[src/rtl/regfile_bank.sv]
// regfile_bank: NREGS x WIDTH register bank.
//   - one byte-strobed write port (we/waddr/wdata/wstrb)
//   - two independent read ports (A/B), 1-cycle latency, with write-to-read bypass
//   - clear engine (clr_req/clr_busy) that zeroes one register per cycle
//   - snap_out: flat view of all registers, reg i at [i*WIDTH +: WIDTH]
// Optional: define REGFILE_PARITY_EN to add per-register even parity.
//   This adds the input par_inj and the outputs perr_a/perr_b.
// Reset: asynchronous, active-high (rst).

// Read port: registers the selected word from the bank's next-state view.
// A write or clear landing on the same edge is therefore returned (bypass).
module regfile_bank_rdport #(
    parameter int WIDTH = 8,
    parameter int NREGS = 10,
    parameter int AW    = 4
) (
    input  logic                        clk,
    input  logic                        rst,
    input  logic                        re,
    input  logic [AW-1:0]               raddr,
    input  logic [NREGS-1:0][WIDTH-1:0] regs_nxt,
`ifdef REGFILE_PARITY_EN
    input  logic [NREGS-1:0]            par_nxt,
    output logic                        perr,
`endif
    output logic [WIDTH-1:0]            rdata,
    output logic                        rvalid
);
    logic             in_range;
    logic [WIDTH-1:0] sel;

    assign in_range = int'(raddr) < NREGS;

    // Out-of-range addresses read as zero.
    always_comb begin
        sel = '0;
        if (in_range) sel = regs_nxt[raddr];
    end

    always_ff @(posedge clk or posedge rst) begin
        if (rst) begin
            rdata  <= '0;
            rvalid <= 1'b0;
        end else begin
            rvalid <= re;
            if (re) rdata <= sel;
        end
    end

`ifdef REGFILE_PARITY_EN
    logic sel_par;

    always_comb begin
        sel_par = 1'b0;
        if (in_range) sel_par = par_nxt[raddr];
    end

    always_ff @(posedge clk or posedge rst) begin
        if (rst) perr <= 1'b0;
        else     perr <= re && in_range && (sel_par != ^sel);
    end
`endif
endmodule

module regfile_bank #(
    parameter  int WIDTH = 8,
    parameter  int NREGS = 10,
    localparam int AW    = $clog2(NREGS)
) (
    input  logic                     clk,
    input  logic                     rst,
    input  logic                     we,
    input  logic [AW-1:0]            waddr,
    input  logic [WIDTH-1:0]         wdata,
    input  logic [WIDTH/8-1:0]       wstrb,
    input  logic                     re_a,
    input  logic [AW-1:0]            raddr_a,
    output logic [WIDTH-1:0]         rdata_a,
    output logic                     rvalid_a,
    input  logic                     re_b,
    input  logic [AW-1:0]            raddr_b,
    output logic [WIDTH-1:0]         rdata_b,
    output logic                     rvalid_b,
    input  logic                     clr_req,
    output logic                     clr_busy,
`ifdef REGFILE_PARITY_EN
    input  logic                     par_inj,
    output logic                     perr_a,
    output logic                     perr_b,
`endif
    output logic [WIDTH*NREGS-1:0]   snap_out
);
    localparam int NB = WIDTH / 8;

    typedef enum logic {IDLE, CLEAR} state_t;

    state_t                      state, state_d;
    logic [AW-1:0]               cnt, cnt_d;
    logic [NREGS-1:0][WIDTH-1:0] regs, regs_nxt;
    logic                        wr_acc;

    // Writes are dropped while clearing, when out of range, or with no strobes.
    assign wr_acc   = we && (|wstrb) && (int'(waddr) < NREGS) && (state == IDLE);
    assign clr_busy = (state == CLEAR);
    assign snap_out = regs;

    // Next state of the array; the read ports sample this to get bypass.
    always_comb begin
        state_d  = state;
        cnt_d    = cnt;
        regs_nxt = regs;
        unique case (state)
            IDLE: begin
                if (clr_req) begin
                    state_d = CLEAR;
                    cnt_d   = '0;
                end
            end
            CLEAR: begin
                regs_nxt[cnt] = '0;
                cnt_d         = cnt + AW'(1);
                if (int'(cnt) == NREGS - 1) begin
                    state_d = IDLE;
                    cnt_d   = '0;
                end
            end
        endcase
        if (wr_acc) begin
            for (int k = 0; k < NB; k++) begin
                if (wstrb[k]) regs_nxt[waddr][8*k +: 8] = wdata[8*k +: 8];
            end
        end
    end

    always_ff @(posedge clk or posedge rst) begin
        if (rst) begin
            state <= IDLE;
            cnt   <= '0;
            regs  <= '0;
        end else begin
            state <= state_d;
            cnt   <= cnt_d;
            regs  <= regs_nxt;
        end
    end

`ifdef REGFILE_PARITY_EN
    logic [NREGS-1:0] par, par_nxt;

    // Parity is even over the merged word; par_inj flips it for error injection.
    always_comb begin
        par_nxt = par;
        if (state == CLEAR) par_nxt[cnt] = 1'b0;
        if (wr_acc) par_nxt[waddr] = (^regs_nxt[waddr]) ^ par_inj;
    end

    always_ff @(posedge clk or posedge rst) begin
        if (rst) par <= '0;
        else     par <= par_nxt;
    end
`endif

    // Both read ports are identical; pack them so one generate loop builds them.
    logic [1:0]            rp_re, rp_rvalid;
    logic [1:0][AW-1:0]    rp_raddr;
    logic [1:0][WIDTH-1:0] rp_rdata;
`ifdef REGFILE_PARITY_EN
    logic [1:0]            rp_perr;
    assign perr_a = rp_perr[0];
    assign perr_b = rp_perr[1];
`endif

    assign rp_re    = {re_b, re_a};
    assign rp_raddr = {raddr_b, raddr_a};
    assign rdata_a  = rp_rdata[0];
    assign rdata_b  = rp_rdata[1];
    assign rvalid_a = rp_rvalid[0];
    assign rvalid_b = rp_rvalid[1];

    for (genvar p = 0; p < 2; p++) begin : g_rd
        regfile_bank_rdport #(.WIDTH(WIDTH), .NREGS(NREGS), .AW(AW)) u_rd (
            .clk      (clk),
            .rst      (rst),
            .re       (rp_re[p]),
            .raddr    (rp_raddr[p]),
            .regs_nxt (regs_nxt),
`ifdef REGFILE_PARITY_EN
            .par_nxt  (par_nxt),
            .perr     (rp_perr[p]),
`endif
            .rdata    (rp_rdata[p]),
            .rvalid   (rp_rvalid[p])
        );
    end
endmodule

[config.mk]
export PLATFORM = sky130hd
export DESIGN_NAME = regfile_bank
export DESIGN_NICKNAME = d
export VERILOG_FILES = /design/src/rtl/regfile_bank.sv
export SDC_FILE = /design/constraint.sdc
export NUM_CORES = 1
export LEC_CHECK = 0
export ABC_CLOCK_PERIOD_IN_PS = 2380
export CORE_MARGIN = 1.5
export CORE_UTILIZATION = 28
export DETAILED_ROUTE_END_ITERATION = 16
export SETUP_SLACK_MARGIN = 0.05
export SLEW_MARGIN = 10
export SYNTH_ARGS = -nofsm -noshare
export SYNTH_HDL_FRONTEND = slang
export SYNTH_HIERARCHICAL = 1
export SYNTH_SLANG_ARGS = --single-unit
[constraint.sdc]
create_clock -name clk -period 2.38 [get_ports clk]
set_clock_uncertainty 0.05 [all_clocks]
set_input_delay 0.357 -clock clk [delete_from_list [all_inputs] [get_ports clk]]
set_output_delay 0.357 -clock clk [all_outputs]
set_load 0.01 [all_outputs]
# Word-level counts from Yosys, hierarchy flattened
# Cells that the tools add are included.
# word_totals
mem_bits_rw	0
romBits	0
regBits	103
in_bits	27
latchBits	0
wordCells	56
memories	0
output_inout_bits	99
# classes
n_bitwise	3
n_reduce_logical	5
n_mux	20
multipliers	0
eq_ne	2
add_sub_neg	1
n_shift	0
order_cmp	9
n_div	0
# op_table
op	count
80-bit 2-to-1 mux	3
80-bit bitwise AND	1
80-bit bitwise mux	1
80-bit NOT	1
8-bit binary-select mux with 4-bit select	2
8-bit demux with 4-bit select	2
8-bit 2-to-1 mux	6
4-bit by 5-bit less-than comparator with 1-bit output, second input constant	4
4-bit less-than comparator, second input constant	3
4-bit by 1-bit >= comparator with 1-bit output, second input constant	2
4-bit 2-to-1 mux	2
4-bit case mux with 2 select lines	1
1-bit logical AND	5
4-bit by 1-bit adder with 4-bit output, second input constant	1
4-bit equality test, second input constant	1
1-bit 2-to-1 mux	2
2-bit != test, second input constant	1
1-bit case mux with 2 select lines	1
1-bit NOT	1

# Longest topological paths before layout
# Gate-level depths: netlist of the first run.
# depth
depth_word	13
depth_mapped	8
depth_no_buf	6

# Hierarchy
# The synthesis of the first run kept the hierarchy.
# by_module_without_submodules
module	area_each_um2	cells_per_inst	instances	seq_area_each_um2
regfile_bank	3643.5	288	1	2127.0
regfile_bank_rdport	1071.0	99	2	225.2

# Worst setup path after synthesis of the first run
# OpenSTA, ideal clock, no wires.
# synth_path
kind	register to register
from	register state (netlist: clr_busy)
to	register g_rd[0].u_rd.rdata[0]
required_time_ns	2.198
synth_period_minus_slack_ns	2.178
path_slack_ns	0.202
path_buffers	2
arrival_ns	1.996
stages_incl_launch_ff	9
setup_ns	0.132
cell_sequence	dfrtp_1 and4bb_1 buf_6 and2_1 buf_2 a22o_1 mux4_1 o22ai_1 o31ai_1
# synth_lines
item	line	rtl
start: declaration	97	state_t state, state_d;
start signal: assignment	141	state <= state_d;
end signal: assignment	46	if (re) rdata <= sel;
end: declaration	26	output logic [WIDTH-1:0] rdata,

==> flow_summary.ini, run 1 <==
[global_routing]
antenna_found_initial = 0
grt-ovfl-total = 0
grtUsageTotal_pct = 20.5
grt_pass1_wl_um = 33200
grt_start_max_net_pins = 65
grt_pass1_vias = 5412

[logic_synthesis]
ys_seq_elements = 103
synth_cell_types = 52
async_reset_ff_share_pct = 100
synth_seq_area_share_pct = 44.6
synth_area_per_cell_um2 = 11.9
ys.flop_type = dfrtp_1
yosysTopAreaCell = dfrtp_1
synth_area_mm2 = 0.00579
synth_edf_count = 0
ys_warn_count = 6
synth.area.top_cells = dfrtp_1, mux2i_1, mux4_1
synth_cells = 486
synth_top_area_share_pct = 44.6
synth.net_count = 513

[sta]
fin_crit_sh_pct = 98.3
slew_viol_final = 0
hold_viol_final = 0
rsz0062_at_grt = true
max_slew.worst_pin.slew_ns = 0.473
min_period_ns = 2.34
max-slew-margin-rel_pct = 68.5
timing.fmax_ghz = 0.428
finalSetupTns_ns = 0
setup_viol = 0
setup_ws_ns = 0.0415

[critical_path]
crit_path_end = g_rd[1].u_rd/rdata[7]$_DFFE_PP0P_
worstPathArrival_ns = 2.52
path_max_fanout = 10
required_ns = 2.56
startpoint_type = flop
critical_path_class = flop to flop
reg2reg_from = cnt[1]$_DFFE_PP0P_
startpoint = cnt[1]$_DFFE_PP0P_
r2r_cells = 7
reg2reg_to = g_rd[1].u_rd/rdata[7]$_DFFE_PP0P_
reg2reg_slack_ns = 0.04
endpoint_kind = flop

[floorplanning]
core_area_mm2 = 0.0202
die_x_um = 147
die_area_mm2 = 0.0215
initial_core_util_pct = 28.6
die_h_um = 147
rows = 52
io_pins = 126

[routing]
drc = 0
post_drt_via_cell_ratio = 5.26
drtPass1Iterations = 4
antenna_left = 0
num_vias = 5215
initialDrtViolationCount = 264
wire_per_inst_um = 22.1
wirelength_um = 21900

[finish]
final_area_mm2 = 0.00895
antenna_cells = 0
drive_above_1_share_pct = 35.2
utilization_pct = 44.2
syn2layout_area_growth_pct = 54.6
nets = 744

[cts]
cts_buffers = 9
htree_levels = 3
cts_tree = built
cts.sinks = 103
ctsHoldBuffers = 0
cts-root-buf = clkbuf_16
clk_pin_slew_ns = 0.07
clk_path_buf_depth = 2
clk_latency_ns = 0.36

[outcome]
outcome = completed

[place]
gp_congestion = 0.889
hpwl_um = 16500
dpl_cell_area_mm2 = 0.00811
io_buffers = 125
post-place-ws_ns = -0.585

[flow_run]
max-cap-violations = 0

[pwr]
power_w = 0.00733
cellLeakagePower_nw = 4.21
power_density_mw_per_mm2 = 820
ir_drop_v = 0.000392

[worst_hold_path]
hp-class = input port to async pin
[cell type report]
cell class                 count  area, um2
timing repair buffer         257       2410
clock inverter                 4       77.6
sequential                   103       2580
inverter                      13       52.6
clock buffer                  12        256
fill                        1880      11300
tap                          270        338
multi-input combinational    333       3230
[Yosys cell counts (2+ instances only)]
| cell | instances |
|---|---|
| o21ai_0 | 43 |
| nor3b_4 | 2 |
| nand2_1 | 5 |
| dfrtp_1 | 103 |
| a22o_1 | 40 |
| a211oi_1 | 16 |
| buf_4 | 5 |
| o31ai_1 | 10 |
| buf_1 | 2 |
| nor2b_1 | 38 |
| o22ai_1 | 10 |
| a2111oi_0 | 6 |
| mux4_1 | 14 |
| buf_2 | 12 |
| a21oi_1 | 3 |
| and2_0 | 2 |
| o41ai_1 | 6 |
| buf_8 | 2 |
| mux2i_1 | 40 |
| mux2_2 | 26 |
| a31oi_1 | 16 |
| nor3b_1 | 2 |
| and3b_1 | 3 |
| inv_1 | 13 |
| and2_1 | 2 |
| nand2b_1 | 10 |
| clkbuf_1 | 7 |
| nand3b_1 | 3 |
| buf_6 | 8 |
| a22oi_2 | 3 |
| nor2_1 | 4 |
| and2b_1 | 8 |
| and4bb_2 | 2 |
| mux4_2 | 2 |
[worst max-delay path, stage by stage, from the launching register on]
cell     delay, ns
dfrtp_1       0.39
or3b_4        0.42
buf_4         0.19
o21ai_1       0.18
mux2i_1       0.14
mux4_2        0.53
o22ai_4       0.22
o31ai_2       0.09
[through the flow]
stage | hold WS (ns) | instances
detailed placement | 0.551 | 962
global route | 0.397 | 992
global placement | 0.539 | 962
CTS | 0.360 | 983
floorplan | 0.135 | 486
finish | 0.375 | 992
[registers in the layout (all words and copies together), names as in the netlist]
signal and cells:
clr_busy 1, g_rd.u_rd/rvalid 2, snap_out 80, g_rd.u_rd/rdata 16, cnt 4
[placed cells by master, fill, tap and decap left out, types with 4 or more instances in the layout]
master / instances
buf_12: 11
o31ai_2: 4
o22ai_4: 6
and2b_1: 8
mux2_2: 24
nand2b_1: 9
nor2b_1: 37
a22o_1: 33
o41ai_1: 4
o21ai_1: 9
o31ai_1: 6
a22o_4: 7
buf_4: 117
a31oi_1: 13
dfrtp_1: 101
inv_1: 12
a211oi_1: 11
clkdlybuf4s50_1: 119
nor2_1: 4
o22ai_2: 4
nand2_1: 5
o21ai_0: 34
clkbuf_16: 9
mux4_2: 16
mux2i_1: 37
[cells by family (layout without fill, tap and decap cells)]
logic type / after synthesis / count (layout) / synth area share [%]
buffers and inverters: 50 / 286 / 5.28
AOI/OAI and AO/OA: 158 / 158 / 19.7
muxes: 82 / 82 / 19.1
DFF: 103 / 103 / 44.6
and+or+nand+nor: 93 / 93 / 11.4
[what timing repair did]
action | in CTS | in global routing
setup buffers | 4 | 9
gates resized for setup | 44 | 64
cloned | 1 | 0
endpoints found under the setup margin | 16 | 16
pin swaps | 5 | 15
[power by group]
group	switching [W]	total [W]	internal (W)
sequential	0.000268	0.00236	0.00210
combinational	0.00158	0.00330	0.00172
clock	0.000687	0.00167	0.000984
[routing by layer]
layer,global-route usage [%],vias up,part of all wire [%]
li1,-,2329,-
met1,28.6,2670,46
met2,32.4,186,46
met3,3.73,30,5.9
met4,5.96,0,2.3
met5,0,-,0
[worst min-delay path by stage]
stage,start,cells after the start,slack [ns],endpoint
3_5_place_dp,snap_out[71]$_DFF_PP0_,2,0.55,snap_out[71]$_DFF_PP0_
3_3_place_gp,snap_out[79]$_DFF_PP0_,2,0.54,snap_out[79]$_DFF_PP0_
2_1_floorplan,rst,1,0.13,g_rd[0].u_rd/rdata[0]$_DFFE_PP0P_
5_1_grt,rst,2,0.40,g_rd[1].u_rd/rdata[0]$_DFFE_PP0P_
4_1_cts,rst,2,0.36,g_rd[1].u_rd/rdata[2]$_DFFE_PP0P_
6_report,rst,2,0.38,g_rd[1].u_rd/rdata[1]$_DFFE_PP0P_
Note: power is estimated with default switching activity, not from simulation.
==> run 2, diff against run 1 <==
Settings changed: PLACE_DENSITY set to 0.49.
==> run 2 against run 1 <==
Core utilization fell by 0.29 points; via count is 2.8% lower; clock-buffer cell count decreased by 1; sequential power about the same; critical path depth did not move; power decreased by 1.8%; register-to-register slack is essentially flat; largest cell class unchanged; largest power group unchanged.
==> flow_summary.ini, run 2 (synthesized netlist as in run 1, its figures left out) <==
[outcome]
outcome = completed

[cts]
cts.sinks = 103
htree_levels = 3
cts_buffers = 9
cts_tree = built
clk_pin_slew_ns = 0.07
clk_path_buf_depth = 2
cts-root-buf = clkbuf_16
ctsHoldBuffers = 0
clk_latency_ns = 0.35

[routing]
initialDrtViolationCount = 302
antenna_left = 0
wl_met2_um = 10000
drtPass1Iterations = 4
routed.top_layer = met4
wl_met3_um = 1030
m1WireLength_um = 9870
post_drt_via_cell_ratio = 5.13
drc = 0
wirelength_um = 21400
wire_per_inst_um = 21.6
num_vias = 5069

[place]
io_buffers = 125
gp_congestion = 0.834
hpwl_um = 16000
post-place-cells = 957

[global_routing]
antenna_found_initial = 0
grt_pass1_wl_um = 32300
grt_pass1_vias = 5264
grtUsageTotal_pct = 20.0
grt_start_max_net_pins = 86
grt-ovfl-total = 0

[pwr]
clkPwrFrac_pct = 23.4
power_w = 0.00720
cellLeakagePower_nw = 4.18
switchingPower_w = 0.00245
ir_drop_v = 0.000387
p_comb_share_pct = 43.7
p_int_w = 0.00475
p_seq_share_pct = 32.9
power_density_mw_per_mm2 = 810
switching_share_pct = 34.1

[floorplanning]
io_pins = 126
die_x_um = 147
core_area_mm2 = 0.0202
initial_core_util_pct = 28.6
die_area_mm2 = 0.0215
die_h_um = 147
rows = 52

[critical_path]
crit_chain = and4bb_4 -> buf_12 -> a22oi_2 -> a22o_1 -> mux4_2 -> o22ai_2 -> o31ai_2
required_ns = 2.55
crit_buf_inv = 1
reg2reg_slack_ns = 0.05
reg2reg_from = clr_busy$_DFF_PP0_
slowest_delay_ns = 0.49
endpoint_kind = flop
startpoint_type = flop
critical_path_class = flop to flop
path_max_fanout = 6
r2r_cells = 7
worstPathArrival_ns = 2.50
reg2reg_to = g_rd[0].u_rd/rdata[6]$_DFFE_PP0P_
critical-path-top-delay-family = compound AO/OA/AOI/OAI gates
crit_path_top_delay_cell = mux4_2

[finish]
largest_reg_flops = 80
nets = 742
layout_commonest_cell = clkdlybuf4s50_1
syn2layout_area_growth_pct = 53.6
layout_common_cells = clkdlybuf4s50_1, buf_4, dfrtp_1, nor2b_1, mux2i_1
stdcell_count = 989
antenna_cells = 0
drive_above_1_share_pct = 34.4

[sta]
min_period_ns = 2.33
timing.fmax_ghz = 0.428
rsz0062_at_grt = true
slew_viol_final = 0
max-slew-margin-rel_pct = 58.9
setup_viol = 0
whs_ns = 0.363
max_slew.worst_pin.slew_ns = 0.617
fin_crit_sh_pct = 98.1
hold_viol_final = 0

[worst_hold_path]
hp-class = input port to async pin

[flow_run]
max-cap-violations = 0
-- run 2: power groups by stage --
stage	clock, W	combinational [W]	sequential [W]
floorplan	0	0.00121	0.00244
detailed placement	0	0.00288	0.00240
global route	0.00179	0.00336	0.00241
CTS	0.00171	0.00299	0.00237
finish	0.00169	0.00315	0.00237
global placement	0	0.00284	0.00240
-- run 2: through the flow --
step / area (um2) / setup TNS (ns) / utilization (%) / setup WS, ns
4_1_cts: 8590 / -0.00398 / 42.4 / -0.00398
5_1_grt: 8890 / 0 / 43.9 / 0.0151
2_1_floorplan: 5790 / 0 / - / 0.202
3_3_place_gp: 8030 / -8.87 / 39.7 / -0.573
3_5_place_dp: 8030 / -9.09 / 39.7 / -0.627
6_report: 8890 / 0 / 43.9 / 0.0453
-- run 2: repair_timing --
| item | in CTS | in global routing |
|---|---|---|
| setup buffers | 8 | 8 |
| endpoints found under the setup margin | 16 | 16 |
| gates resized for setup | 48 | 59 |
| pin swaps | 25 | 24 |
| gates cloned | 1 | 0 |
-- run 2: worst reg2reg max path, delay by kind of cell (launching register included) --
family	cells	cell delay, ns
DFF	1	0.40
AOI/OAI and AO/OA	4	0.74
buffers and inverters	1	0.13
muxes	1	0.49
and+or+nand+nor	1	0.39
-- run 2: worst max-delay path by stage --
| stage | start | to | slack [ns] | depth (start not counted) |
|---|---|---|---|---|
| finish | clr_busy$_DFF_PP0_ | g_rd[0].u_rd/rdata[6]$_DFFE_PP0P_ | 0.05 | 7 |
| global route | clr_busy$_DFF_PP0_ | g_rd[0].u_rd/rdata[7]$_DFFE_PP0P_ | 0.02 | 7 |
| CTS | clr_busy$_DFF_PP0_ | g_rd[1].u_rd/rdata[5]$_DFFE_PP0P_ | -0.004 | 7 |
| detailed placement | waddr[3] | g_rd[0].u_rd/rdata[3]$_DFFE_PP0P_ | -0.63 | 8 |
| global placement | waddr[3] | g_rd[1].u_rd/rdata[3]$_DFFE_PP0P_ | -0.57 | 8 |
| floorplan | clr_busy$_DFF_PP0_ | g_rd[0].u_rd/rdata[0]$_DFFE_PP0P_ | 0.20 | 8 |
-- run 2: final cells by class --
class                      instances  area [um2]
clock buffer                      11         233
clock inverter                     4        95.1
fill                            1928       11300
inverter                          13        52.6
multi-input combinational        333        3230
sequential                       103        2580
tap                              270         338
timing repair buffer             255        2360
-- run 2: metal layers --
| metal | vias to the layer above | global-route usage, % |
|---|---|---|
| li1 | 2340 | - |
| met1 | 2539 | 27.5 |
| met2 | 164 | 32.1 |
| met3 | 26 | 2.64 |
| met4 | 0 | 7.22 |
| met5 | - | 0 |
==> run 3, diff against run 2 <==
Settings changed: GPL_ROUTABILITY_DRIVEN set to 0.
==> results of run 3 <==
The final DEF is identical to that of run 2; final timing and power are the same.
